File: src/rtl/clkdiv_driver_pkg.sv
// Shared definitions for the clkdiv_driver slice: FSM states and ratio limits.
package clkdiv_driver_pkg;

  typedef enum logic [1:0] {
    ST_IDLE = 2'd0,
    ST_HI   = 2'd1,
    ST_LO   = 2'd2
  } state_e;

  localparam int unsigned CLKDIV_MIN_RATIO = 2;

endpackage

File: src/rtl/clkdiv_cnt.sv
// Loadable down-counter; holds at zero until reloaded.
module clkdiv_cnt #(
  parameter int unsigned WIDTH = 4
) (
  input  logic             CLK,
  input  logic             RST,
  input  logic             load,
  input  logic [WIDTH-1:0] load_val,
  output logic             zero
);

  logic [WIDTH-1:0] cnt_q;
  logic [WIDTH-1:0] cnt_d;

  always_comb begin
    cnt_d = cnt_q;
    if (load) begin
      cnt_d = load_val;
    end else if (cnt_q != '0) begin
      cnt_d = cnt_q - WIDTH'(1);
    end
  end

  always_ff @(posedge CLK) begin
    if (RST) begin
      cnt_q <= '0;
    end else begin
      cnt_q <= cnt_d;
    end
  end

  assign zero = (cnt_q == '0);

endmodule

File: src/rtl/clkdiv_driver.sv
// Glitch-free programmable clock divider; ratio changes, start and stop are
// applied only at period boundaries. O comes straight from a flop.
module clkdiv_driver
  import clkdiv_driver_pkg::*;
#(
  parameter int unsigned WIDTH = 4
) (
  input  logic             CLK,
  input  logic             RST,
  input  logic             EN,
  input  logic [WIDTH-1:0] DIV,
  input  logic             DIV_LD,
  output logic             DIV_ACK,
  output logic             TICK,
  output logic             O
);

  localparam logic [WIDTH-1:0] MIN_R = WIDTH'(CLKDIV_MIN_RATIO);

  state_e           state_q, state_d;
  logic [WIDTH-1:0] ratio_q, ratio_d;
  logic [WIDTH-1:0] pend_val_q, pend_val_d;
  logic             pend_vld_q, pend_vld_d;
  logic             o_q, o_d;
  logic             tick_q, tick_d;
  logic             ack_q, ack_d;

  logic             boundary;
  logic [WIDTH-1:0] next_r;
  logic [WIDTH-1:0] div_safe;
  logic             cnt_ld;
  logic [WIDTH-1:0] cnt_ld_val;
  logic             cnt_zero;

  assign div_safe = (DIV < MIN_R) ? MIN_R : DIV;

  clkdiv_cnt #(.WIDTH(WIDTH)) u_cnt (
    .CLK      (CLK),
    .RST      (RST),
    .load     (cnt_ld),
    .load_val (cnt_ld_val),
    .zero     (cnt_zero)
  );

  always_comb begin
    state_d    = state_q;
    ratio_d    = ratio_q;
    pend_val_d = pend_val_q;
    pend_vld_d = pend_vld_q;
    o_d        = o_q;
    tick_d     = 1'b0;
    ack_d      = 1'b0;
    cnt_ld     = 1'b0;
    cnt_ld_val = '0;
    boundary   = 1'b0;
    next_r     = ratio_q;

    case (state_q)
      ST_IDLE: begin
        o_d = 1'b0;
        if (EN) boundary = 1'b1;
      end
      ST_HI: begin
        if (cnt_zero) begin
          state_d    = ST_LO;
          cnt_ld     = 1'b1;
          cnt_ld_val = ratio_q - (ratio_q >> 1) - WIDTH'(1);
          o_d        = 1'b0;
        end
      end
      ST_LO: begin
        if (cnt_zero) begin
          if (EN) boundary = 1'b1;
          else    state_d  = ST_IDLE;
        end
      end
      default: state_d = ST_IDLE;
    endcase

    if (boundary) begin
      next_r     = pend_vld_q ? pend_val_q : ratio_q;
      ratio_d    = next_r;
      pend_vld_d = 1'b0;
      ack_d      = pend_vld_q;
      tick_d     = 1'b1;
      o_d        = 1'b1;
      state_d    = ST_HI;
      cnt_ld     = 1'b1;
      cnt_ld_val = (next_r >> 1) - WIDTH'(1);
    end

    // Applied after the boundary so a same-edge load waits for the next one.
    if (DIV_LD) begin
      pend_val_d = div_safe;
      pend_vld_d = 1'b1;
    end
  end

  always_ff @(posedge CLK) begin
    if (RST) begin
      state_q    <= ST_IDLE;
      ratio_q    <= MIN_R;
      pend_val_q <= MIN_R;
      pend_vld_q <= 1'b0;
      o_q        <= 1'b0;
      tick_q     <= 1'b0;
      ack_q      <= 1'b0;
    end else begin
      state_q    <= state_d;
      ratio_q    <= ratio_d;
      pend_val_q <= pend_val_d;
      pend_vld_q <= pend_vld_d;
      o_q        <= o_d;
      tick_q     <= tick_d;
      ack_q      <= ack_d;
    end
  end

  assign O       = o_q;
  assign TICK    = tick_q;
  assign DIV_ACK = ack_q;

endmodule

File: config.mk
export PLATFORM = sky130hd
export DESIGN_NAME = clkdiv_driver
export DESIGN_NICKNAME = d
export VERILOG_FILES = /design/src/rtl/clkdiv_driver_pkg.sv /design/src/rtl/clkdiv_cnt.sv /design/src/rtl/clkdiv_driver.sv
export SDC_FILE = /design/constraint.sdc
export NUM_CORES = 1
export LEC_CHECK = 0
export ABC_AREA = 1
export BUFFER_PORTS_ARGS = -buffer_cell sky130_fd_sc_hd__buf_2
export CORE_MARGIN = 3
export CORE_UTILIZATION = 56
export DETAILED_ROUTE_END_ITERATION = 10
export PLACE_DENSITY = 0.77
export SYNTH_ARGS = -nofsm -noshare
export SYNTH_HDL_FRONTEND = slang
export SYNTH_SLANG_ARGS = --single-unit
File: constraint.sdc
create_clock -name CLK -period 1.7 [get_ports CLK]
set_input_delay 0.34 -clock CLK [delete_from_list [all_inputs] [get_ports CLK]]
set_output_delay 0.34 -clock CLK [all_outputs]
set_load 0.05 [all_outputs]
After elaboration in Yosys (flattened, before gate mapping). Cells that the tools add are included.

Register bits: 18. Input bits: 8. Output and inout port bits: 3. Logic and storage cells: 62.

Add/sub/neg operators: 4. Order comparisons: 1. Eq/ne operators: 9. Mux-type cells: 24. Bitwise logic cells: 2. Reductions and logical operators: 12.

Operators by type and width (number): $mux W4 (7); $mux W1 (11); $ne A3 B3 Y1 const B (3); $ne A2 B2 Y1 const B (4); $reduce_and A4 Y1 (2); $sub A4 B1 Y4 const B (2); $mux W2 (3); $pmux W2 S3 (1); $logic_not A4 Y1 (1); $lt A4 B2 Y1 const B (1); $pmux W1 S2 (2); $reduce_and A2 Y1 (2); $reduce_bool A2 Y1 (2); $reduce_bool A4 Y1 (1); $reduce_or A2 Y1 (2); $sub A3 B1 Y4 const B (1); $sub A4 B3 Y4 (1); $reduce_bool A3 Y1 (1); $eq A2 B1 Y1 const B (1); $eq A2 B2 Y1 const B (1); $logic_not A2 Y1 (1); $not A1 Y1 (2).

Logic depth before layout (Yosys ltp). Gate-level depths: netlist (run 1).

Depth after elaboration: 6. Gate-level depth with buffers: 10. Gate-level depth less buffers: 10.

By module. Synthesis (run 1) repeated with hierarchy kept, for this count alone.

Cell total of the unflattened synthesis: 152. Area, all modules: 1029.7 um^2.

By module, submodules not included: clkdiv_driver (times used 1, cells each 112, area each 782.0 um^2); clkdiv_cnt (times used 1, cells each 40, area each 247.7 um^2).

Worst setup path after synthesis (run 1). OpenSTA, ideal clock, no wires.

Kind: register to register. Start: reg ratio_q[1]. End: reg u_cnt.cnt_q[2]. Data arrival time: 1.378 ns. Required time: 1.630 ns. Path slack: 0.253 ns. Cell stages (with the launch flop): 10. Period minus slack after synthesis: 1.447 ns. Cell sequence: dfxtp_1 inv_1 ha_1 inv_1 fa_1 xnor2_1 nand2_1 nand2_1 nand2_1 a21oi_1.

Word-level cells in the longest chain between the ends: 6. Elaborated cells on any way between the ends: 8. Classes of those cells: add/sub: 3; mux: 5.

RTL lines: start, declared (RTL line clkdiv_driver.sv:21) `logic [WIDTH-1:0] ratio_q, ratio_d;`; start signal, assigned (RTL line clkdiv_driver.sv:110) `ratio_q <= ratio_d;`; $sub A4 B3 Y4 (RTL line clkdiv_driver.sv:67) `cnt_ld_val = ratio_q - (ratio_q >> 1) - WIDTH'(1);`; $sub A4 B1 Y4 (RTL line clkdiv_driver.sv:67); $mux W4 (RTL line clkdiv_driver.sv:64) `if (cnt_zero) begin`; $mux W4 (RTL line clkdiv_driver.sv:58) `case (state_q)`; $mux W4 * (RTL line clkdiv_driver.sv:80) `if (boundary) begin`; $mux W4 * (RTL line clkdiv_cnt.sv:17) `if (load) begin`; end signal, assigned (RTL line clkdiv_cnt.sv:28) `cnt_q <= cnt_d;`; end, declared (RTL line clkdiv_cnt.sv:12) `logic [WIDTH-1:0] cnt_q;`.

Every way passes the cells marked *; elsewhere a longest branch is shown, timed or not. A chain may end at the register's enable or synchronous reset.

Worst setup path after layout (run 1). Same ends and word-level chain as after synthesis.

==> results by group, run 1 <==
Synth
  – FFs w/ async S/R, synth: 0%
  – Sequential-to-total area share from yosys stat: a little over a third
  – Synthesized net count: approximately 150
  – Yosys reg bits: 18
  – Number of flops mapped to enable cells by yosys: 0
  – Syn Inst Count: approximately 140
  – Warning count from the yosys run: 0
  – Area share of the largest cell type after synthesis: 35.0%
  – Synth Flop Type: dfxtp_1
  – Ranking of synthesized cells by area: dfxtp_1 35%, nand2_1 11%, ha_1 6.1%
  – Synth unique cells: 27
  – Synth area leader: dfxtp_1
  – Mean Syn Cell Area: around 7.4 um2
  – Area of the mapped netlist: roughly 1000 um2

Route
  – DR iter-0 viols: 35
  – DR pass1 iterations: 4
  – Routed length per instance: approximately 12 um
  – Drt drc: 0
  – DRT antenna net count: 0
  – Drt total wl: a little over 2000 um
  – Via-to-Cell Ratio: 5.32
  – DR vias: between 900 and 1000

Timing
  – Least-Margin Pin Slew: roughly 0.33 ns
  – Final hold slack: 0.287 ns
  – Max Slew Vio Count: 0
  – Tcrit/Tclk final: roughly nine tenths
  – Post-route clock skew: around 0.0018 ns
  – Crit path time final: between 1.5 and 2 ns
  – Relative slew slack: 78.0%
  – Final setup fails: 0
  – Final hold vios: 0
  – RSZ-0062 raised after global routing: false
  – Setup TNS: 0 ns
  – Fmax: roughly 640 MHz

Clocking
  – CTS root buf: clkbuf_4
  – CTS tree: built
  – Clock buffer depth: 2
  – Clk sinks: 18
  – Num CTS Buffers: 3
  – Setup Buffers After CTS: 0
  – Reg clk slew, reported paths: 0.10 ns
  – Clock latency on the worst-skew pair: roughly 0.29 ns
  – Htree depth: 1

Run
  – Max Cap Viol: 0

Place
  – Port Buffers: 10
  – Gpl congestion: around 0.79
  – Post-detail-place hpwl: between 1500 and 2000 um
  – Area after DPL: around 1100 um2

Cells and area
  – Synthesis-to-finish area growth: 11.3%
  – Filler cells: 129
  – Fin area: 1140 um2
  – Final nets: 168
  – Layout cells sized above 1: 21.6%
  – Antenna diodes: 0

Floorplanning
  – DIE AREA: about 2400 um2
  – Starting Density: approximately 64%
  – Die W: around 50 um
  – Die Y: ~50 um
  – Row cnt: 14
  – I/O pins: 11
  – Core region area: ~1600 um2

Power and ir drop
  – Peak VDD IR: 0.000987 V
  – PD cells: about 1400 nW/um2
  – Pleak: around 0.54 nW

Global route
  – Grt total ovfl: 0
  – Vias in the first global route: 845
  – GR Util All Layers: between 15 and 20%
  – Largest net degree at the start of global routing: 11
  – First-pass GRT wire length: 3750 um
  – Initial antenna violation count: 0

Worst setup path
  – Crit. End Element: register
  – Crit path required time: roughly 1.9 ns
  – Crit start category: register
  – Max FO, Critical Path: 3
  – WP data arrival: between 1.5 and 2 ns
  – Setup CP Type: reg2reg

Outcome
  – Status: finished clean

Hold path
  – Hold WC Path Type: in2reg
[critical path, stage by stage, from the launching register on]
cell and delay (ns):
dfxtp_1 0.35, inv_2 0.08, ha_1 0.16, inv_1 0.05, fa_1 0.37, xnor2_1 0.17, nand2_1 0.08, nand2_1 0.07
nand2_1 0.05, a21oi_1 0.11
[power breakdown]
| group | switching [mW] | internal, mW |
|---|---|---|
| registers | 0.0551 | 0.509 |
| logic | 0.536 | 0.279 |
| clock network | 0.134 | 0.130 |
[per-stage QoR]
stage	setup slack [ns]	utilization [%]	power [mW]	cells
after floorplan	0.253	-	1.23	139
after global placement	0.205	68.8	1.36	173
after detailed placement	0.166	68.8	1.38	173
after CTS	0.107	71.0	1.65	177
after global routing	0.0419	71.0	1.81	177
final	0.149	71.0	1.64	177
[Yosys cell counts (4+ instances only)]
library cell and instances:
o21ai_0 8, nand2_1 29, nor2_1 11, nand2_2 4
inv_1 16, o211ai_1 4, inv_2 6, ha_1 5
a21oi_1 6, dfxtp_1 18, nand3_1 10
[flip-flops by register name, summed over array words and instances (netlist names)]
signal       cells
u_cnt.cnt_q      4
pend_val_q       4
ratio_q          4
pend_vld_q       1
DIV_ACK          1
state_q          2
TICK             1
O                1
[cell families after synthesis]
kind of cell             synth area share, %
AND/OR/NAND/NOR                         28.7
flip-flops                              35.0
AO/OA/AOI/OAI                           17.5
XOR/XNOR                                1.70
adder cells (fa/ha/maj)                 8.03
buffers and inverters                   9.00
[per-layer routing]
metal | up-vias | GRT usage (%) | wire length, um
li1 | 487 | - | -
met1 | 413 | 27.8 | 925
met2 | 37 | 31.2 | 914
met3 | 4 | 3.98 | 174
met4 | 0 | 5.69 | 22
met5 | - | 0 | 0
[final timing paths]
check,start,end,slack [ns],depth (start not counted)
max reg2reg,ratio_q[1]$_SDFFE_PP1P_,u_cnt.cnt_q[2]$_SDFFE_PP0P_,0.15,9
min,DIV_LD,pend_val_q[0]$_SDFFE_PP0P_,0.29,2
min reg2reg,pend_val_q[3]$_SDFFE_PP0P_,pend_val_q[3]$_SDFFE_PP0P_,0.46,2
max,ratio_q[1]$_SDFFE_PP1P_,u_cnt.cnt_q[2]$_SDFFE_PP0P_,0.15,9
[timing repair]
item                                    4_1_cts  5_1_grt
hold buffers                                  0        0
endpoints found under the setup margin        0        1
resized for setup                             0        1
[layout by cell type (no fill, tap or decap), types with 2 or more instances in the layout]
master / instances
a21oi_1: 6
buf_2: 10
clkbuf_4: 3
dfxtp_1: 18
ha_1: 5
inv_1: 15
inv_2: 7
nand2_1: 29
nand2_2: 4
nand2_4: 2
nand3_1: 10
nand4_1: 2
nor2_1: 11
o211ai_1: 4
o21ai_0: 8
o22ai_1: 3
o31ai_1: 3
[layout make-up]
class	count	area, um2	area share, %
Multi-Input combinational cell	97	576	50.3
Timing Repair Buffer	10	50.0	4.37
Tap cell	24	30.0	2.62
Clock buffer	4	36.3	3.17
Sequential cell	18	360	31.5
Inverter	24	92.6	8.09
(Power assumes the default switching activity.)
==> inputs of run 2 (changes only) <==
- RECOVER_POWER: default -> 100
==> run 2 against run 1 <==
  * Clock skew grew 0.0011 ns
  * Critical path depth is the same
  * Power shrank 0.53%
  * Sequential power is essentially flat
  * Routed wire length grew 0.25%
  * Global-route usage is the same
  * Largest power group unchanged
==> results by group, run 2 (synthesis results as in run 1) <==
Worst setup path
  – Crit path required time: 1.93 ns (about the same)
  – Crit start category: register
  – Worst r2r dst: u_cnt.cnt_q[2]$_SDFFE_PP0P_
  – WP data arrival: 1.77 ns (about the same)
  – Setup CP Type: reg2reg
  – Max FO, Critical Path: 3 (unchanged)
  – Max stage delay on crit path: 0.37 ns (about the same)
  – Worst Reg-to-Reg Cells: 9 (unchanged)
  – R2R setup slack: 0.16 ns (about the same)
  – Worst r2r src: ratio_q[1]$_SDFFE_PP1P_
  – Slowest CP cell: fa_1
  – Cell mode on critical path: nand2_1
  – Cell chain of the critical path: inv_2 > ha_1 > inv_1 > fa_1 > xnor2_1 > nand2_1 > nand2_1 > nand2_1 > a21oi_1
  – Crit. End Element: register

Cells and area
  – Final instance count without filler cells: 177 (unchanged)
  – Largest registers: pend_val_q: 4 flops, ratio_q: 4 flops, u_cnt.cnt_q: 4 flops
  – Synthesis-to-finish area growth: 10.3%
  – Layout cells sized above 1: 17.6% (-3.9 points)
  – End-of-flow core utilization: 70.4% (-0.62 points)
  – Antenna diodes: 0 (unchanged)
  – Commonest cells after routing, fill and taps aside: 31 x nand2_1, 18 x dfxtp_1, 15 x inv_1
  – Final nets: 168 (unchanged)
  – Most common cell after layout, fill and taps aside: nand2_1

Outcome
  – Status: finished clean

Floorplanning
  – Die W: 48.9 um (unchanged)
  – Row cnt: 14 (unchanged)
  – Core region area: 1610 um2 (unchanged)
  – DIE AREA: 2390 um2 (unchanged)
  – I/O pins: 11 (unchanged)
  – Starting Density: 63.8% (unchanged)
  – Die Y: 48.9 um (unchanged)

Timing
  – Worst setup margin: 0.164 ns (+0.0150 ns)
  – Relative slew slack: 59.9% (-18 points)
  – Max Slew Vio Count: 0 (unchanged)
  – Tcrit/Tclk final: 90.3% (-0.88 points)
  – Post-route clock skew: 0.00286 ns (+0.00110 ns)
  – Crit path time final: 1.54 ns (-0.0150 ns)
  – Least-Margin Pin Slew: 0.604 ns (+0.274 ns)
  – Setup TNS: 0 ns (unchanged)
  – Fmax: 651 MHz (+0.97%)
  – RSZ-0062 raised after global routing: false
  – Final setup fails: 0 (unchanged)
  – Final hold vios: 0 (unchanged)

Run
  – Max Cap Viol: 0 (unchanged)

Global route
  – Initial antenna violation count: 0 (unchanged)
  – First-pass GRT wire length: 3750 um (unchanged)
  – Grt total ovfl: 0 (unchanged)
  – Largest net degree at the start of global routing: 11 (unchanged)
  – GR Util All Layers: 20.0% (unchanged)
  – Vias in the first global route: 845 (unchanged)

Place
  – Post-place setup slack: 0.166 ns (unchanged)
  – Gpl congestion: 0.790 (unchanged)
  – Port Buffers: 10 (unchanged)
  – Post-detail-place hpwl: 1640 um (unchanged)
  – Placed Cells incl. Taps: 173 (unchanged)

Route
  – Via-to-Cell Ratio: 5.21 (-1.9%)
  – DR vias: 923 (-1.9%)
  – DR iter-0 viols: 33 (-5.7%)
  – Drt drc: 0 (unchanged)
  – DR pass1 iterations: 4 (unchanged)
  – Routed length per instance: 11.5 um (+0.25%)
  – DRT antenna net count: 0 (unchanged)
  – Drt total wl: 2040 um (+0.25%)

Clocking
  – Clock buffer depth: 2 (unchanged)
  – Setup Buffers After CTS: 0 (unchanged)
  – Clock latency on the worst-skew pair: 0.29 ns (about the same)
  – CTS root buf: clkbuf_4
  – CTS tree: built
  – Reg clk slew, reported paths: 0.10 ns (about the same)
  – Num CTS Buffers: 3 (unchanged)
  – Htree depth: 1 (unchanged)
  – Clk sinks: 18 (unchanged)

Power and ir drop
  – PD cells: 1440 nW/um2 (+0.35%)
  – Peak VDD IR: 0.000986 V (about the same)
  – Pleak: 0.524 nW (-2.8%)

Hold path
  – Hold WC Path Type: in2reg
  – Hold Startpoint: DIV_LD
  – Hold Path End: pend_val_q[0]$_SDFFE_PP0P_
  – Hold path depth: 2 (unchanged)
[run 2: worst max-delay path by stage]
stage               depth (start not counted)  slack (ns)                           to               startpoint
detailed placement                          9        0.17  u_cnt.cnt_q[2]$_SDFFE_PP0P_  ratio_q[1]$_SDFFE_PP1P_
CTS                                         9        0.11  u_cnt.cnt_q[2]$_SDFFE_PP0P_  ratio_q[1]$_SDFFE_PP1P_
global route                                9        0.04  u_cnt.cnt_q[2]$_SDFFE_PP0P_  ratio_q[1]$_SDFFE_PP1P_
global placement                            9        0.20  u_cnt.cnt_q[2]$_SDFFE_PP0P_  ratio_q[1]$_SDFFE_PP1P_
floorplan                                   9        0.25  u_cnt.cnt_q[2]$_SDFFE_PP0P_  ratio_q[1]$_SDFFE_PP1P_
finish                                      9        0.16  u_cnt.cnt_q[2]$_SDFFE_PP0P_  ratio_q[1]$_SDFFE_PP1P_
[run 2: routing by layer]
layer  wire, um  track usage (%)
met1        958             27.8
met2        905             31.2
met3        150             3.98
met4         27             5.69
met5          0                0
[run 2: layout make-up]
cell class | instances | area, um2
sequential | 18 | 360
fill | 134 | 477
clock buffer | 4 | 36.3
timing repair buffer | 10 | 45.0
inverter | 24 | 92.6
multi-input combinational | 97 | 571
tap | 24 | 30.0
[run 2: where the power goes]
group	internal, mW	switching (mW)	leakage (nW)
combinational	0.274	0.532	0.354
sequential	0.509	0.0545	0.149
clock	0.131	0.135	0.0210
total	0.913	0.722	0.524
[run 2: what timing repair did]
action                                  CTS  global route
endpoints found under the setup margin    0             1
hold buffers                              0             0
gates resized for setup                   0             1
[run 2: worst max-delay path, delay by kind of cell, from the launching register on]
family          cells  cell delay [ns]
fa+ha+maj           2             0.53
buf+inv             2             0.13
flops               1             0.35
xor+xnor            1             0.16
simple gates        3             0.19
compound gates      1             0.11
[run 2: per-stage QoR]
| stage | power, mW | area (um2) | hold WS, ns |
|---|---|---|---|
| after CTS | 1.65 | 1140 | 0.283 |
| after floorplan | 1.23 | 1030 | 0.409 |
| after global placement | 1.36 | 1110 | 0.444 |
| final | 1.64 | 1130 | 0.284 |
| after global routing | 1.80 | 1130 | 0.272 |
| after detailed placement | 1.38 | 1110 | 0.450 |
==> inputs of run 3 (changes only) <==
- SETUP_SLACK_MARGIN: default -> 0.3
==> run 3 against run 2 <==
  * Non-clock buffer count up 4
  * Via count up 5.9%
  * Routed wire length up 15%
  * Power up 3.4%
==> results by group, run 3 (synthesis results as in run 1) <==
Clocking
  – CTS root buf: clkbuf_4
  – CTS tree: built
  – Clk sinks: 18 (unchanged)
  – Num CTS Buffers: 3 (unchanged)
  – Reg clk slew, reported paths: 0.10 ns (about the same)
  – Clock buffer depth: 2 (unchanged)
  – Clock latency on the worst-skew pair: 0.30 ns (about the same)
  – Htree depth: 1 (unchanged)
  – Hold Buf Count CTS: 0 (unchanged)

Power and ir drop
  – Pleak: 0.544 nW (+4.0%)
  – Clock network fraction of total power: 12.7% (-3.6 points)
  – Switching Fraction: 44.8% (+0.69 points)
  – Sequential Power Share: 34.0% (-0.4 points)
  – Pint: 0.933 mW (+2.1%)
  – Net Switching: 0.758 mW (+5.0%)
  – Comb power frac: 53.2% (+3.9 points)
  – PD cells: 1390 nW/um2 (-3.2%)
  – Peak VDD IR: 0.00118 V (+20%)

Route
  – DR vias: 977 (+5.9%)
  – Drt total wl: 2350 um (+15%)
  – DRT antenna net count: 0 (unchanged)
  – Routed length per instance: 13.1 um (+13%)
  – DR pass1 iterations: 4 (unchanged)
  – Via-to-Cell Ratio: 5.43 (+4.1%)
  – Drt drc: 0 (unchanged)
  – DR iter-0 viols: 19 (-42%)

Global route
  – Initial antenna violation count: 0 (unchanged)
  – Grt total ovfl: 0 (unchanged)
  – Largest net degree at the start of global routing: 11 (unchanged)
  – Vias in the first global route: 896 (+6.0%)
  – First-pass GRT wire length: 4000 um (+6.8%)
  – GR Util All Layers: 21.8% (+1.8 points)

Hold path
  – Hold WC Path Type: in2reg

Floorplanning
  – DIE AREA: 2390 um2 (unchanged)
  – I/O pins: 11 (unchanged)
  – Die W: 48.9 um (unchanged)
  – Die Y: 48.9 um (unchanged)
  – Starting Density: 63.8% (unchanged)
  – Row cnt: 14 (unchanged)
  – Core region area: 1610 um2 (unchanged)

Place
  – Area after DPL: 1110 um2 (+0.11%)
  – Post-place setup slack: 0.192 ns (+0.0263 ns)
  – Post-detail-place hpwl: 1670 um (+1.9%)
  – Gpl congestion: 0.800 (+1.3%)
  – Port Buffers: 10 (unchanged)

Timing
  – Post-route clock skew: 0.00496 ns (+0.00210 ns)
  – Crit path time final: 1.50 ns (-0.0388 ns)
  – Final hold vios: 0 (unchanged)
  – Setup TNS: 0 ns (unchanged)
  – Worst setup margin: 0.203 ns (+0.0388 ns)
  – Max Slew Vio Count: 0 (unchanged)
  – RSZ-0062 raised after global routing: true
  – Tcrit/Tclk final: 88.1% (-2.3 points)
  – Fmax: 668 MHz (+2.6%)
  – Relative slew slack: 59.8% (-0.16 points)
  – Final setup fails: 0 (unchanged)
  – Least-Margin Pin Slew: 0.606 ns (+0.00234 ns)

Cells and area
  – Antenna diodes: 0 (unchanged)
  – Fin area: 1210 um2 (+6.8%)
  – Final nets: 172 (+2.4%)
  – Most common cell after layout, fill and taps aside: nand2_1
  – Synthesis-to-finish area growth: 17.9%
  – Largest registers: pend_val_q: 4 flops, ratio_q: 4 flops, u_cnt.cnt_q: 4 flops
  – Commonest cells after routing, fill and taps aside: 32 x nand2_1, 15 x dfxtp_1, 11 x inv_1, 11 x nor2_1
  – Layout cells sized above 1: 26.3% (+8.6 points)

Worst setup path
  – Crit path required time: 1.90 ns (-0.03 ns)
  – Setup CP Type: reg2reg
  – WP data arrival: 1.70 ns (-0.07 ns)
  – Crit start category: register
  – Max FO, Critical Path: 2 (-1)
  – Crit. End Element: register

Outcome
  – Status: finished clean

Run
  – Max Cap Viol: 0 (unchanged)
-- run 3: cell types whose count changed in the layout (fill, tap and decap cells not counted), sizes merged --
cell,delta
buf,+4
clkbuf,-1
-- run 3: worst paths after layout --
path	slack [ns]	cells past startpoint	endpoint	startpoint
setup / recovery	0.20	8	u_cnt.cnt_q[1]$_SDFFE_PP0P_	ratio_q[1]$_SDFFE_PP1P_
hold / removal	0.28	2	pend_val_q[0]$_SDFFE_PP0P_	DIV_LD
setup reg to reg	0.20	8	u_cnt.cnt_q[1]$_SDFFE_PP0P_	ratio_q[1]$_SDFFE_PP1P_
hold reg to reg	0.46	2	pend_val_q[3]$_SDFFE_PP0P_	pend_val_q[3]$_SDFFE_PP0P_
-- run 3: metal layers --
metal / vias to the layer above / GRT usage (%) / share of wire, %
li1: 497 / - / -
met1: 438 / 27.1 / 44
met2: 33 / 35.3 / 47
met3: 9 / 4.89 / 6.4
met4: 0 / 10.9 / 3.0
met5: - / 0 / 0
-- run 3: final cells by class --
| cell class | instances | area, um2 |
|---|---|---|
| clock buffers | 3 | 22.5 |
| fillers | 129 | 399 |
| inverters | 24 | 95.1 |
| multi-input cells | 97 | 611 |
| flip-flops and latches | 18 | 367 |
| well taps | 24 | 30.0 |
| repair buffers | 14 | 87.6 |
-- run 3: through the flow --
stage	instances	power [mW]	util (%)	hold slack, ns
finish	180	1.69	75.2	0.278
CTS	179	1.69	75.1	0.271
detailed placement	173	1.38	68.9	0.449
global route	180	1.85	75.2	0.265
floorplan	139	1.23	-	0.409
global placement	173	1.36	68.9	0.443
-- run 3: timing repair --
action,4_1_cts,5_1_grt
setup buffers,3,1
pin swaps,2,3
hold endpoints to repair,0,0
endpoints found under the setup margin,7,8
gates resized for setup,11,6
-- run 3: power groups by stage --
stage | sequential [mW] | combinational, mW | clock [mW]
final | 0.575 | 0.900 | 0.215
after global placement | 0.573 | 0.787 | 0
after detailed placement | 0.575 | 0.808 | 0
after global routing | 0.584 | 1.02 | 0.246
after floorplan | 0.598 | 0.631 | 0
after CTS | 0.570 | 0.896 | 0.221
-- run 3: critical path, cell delays in order, from the launching register on --
cell,delay (ns)
dfxtp_1,0.41
inv_4,0.07
buf_12,0.12
fa_2,0.55
inv_1,0.04
nand2_1,0.05
nand2_1,0.04
nand2_1,0.07
a21oi_2,0.05
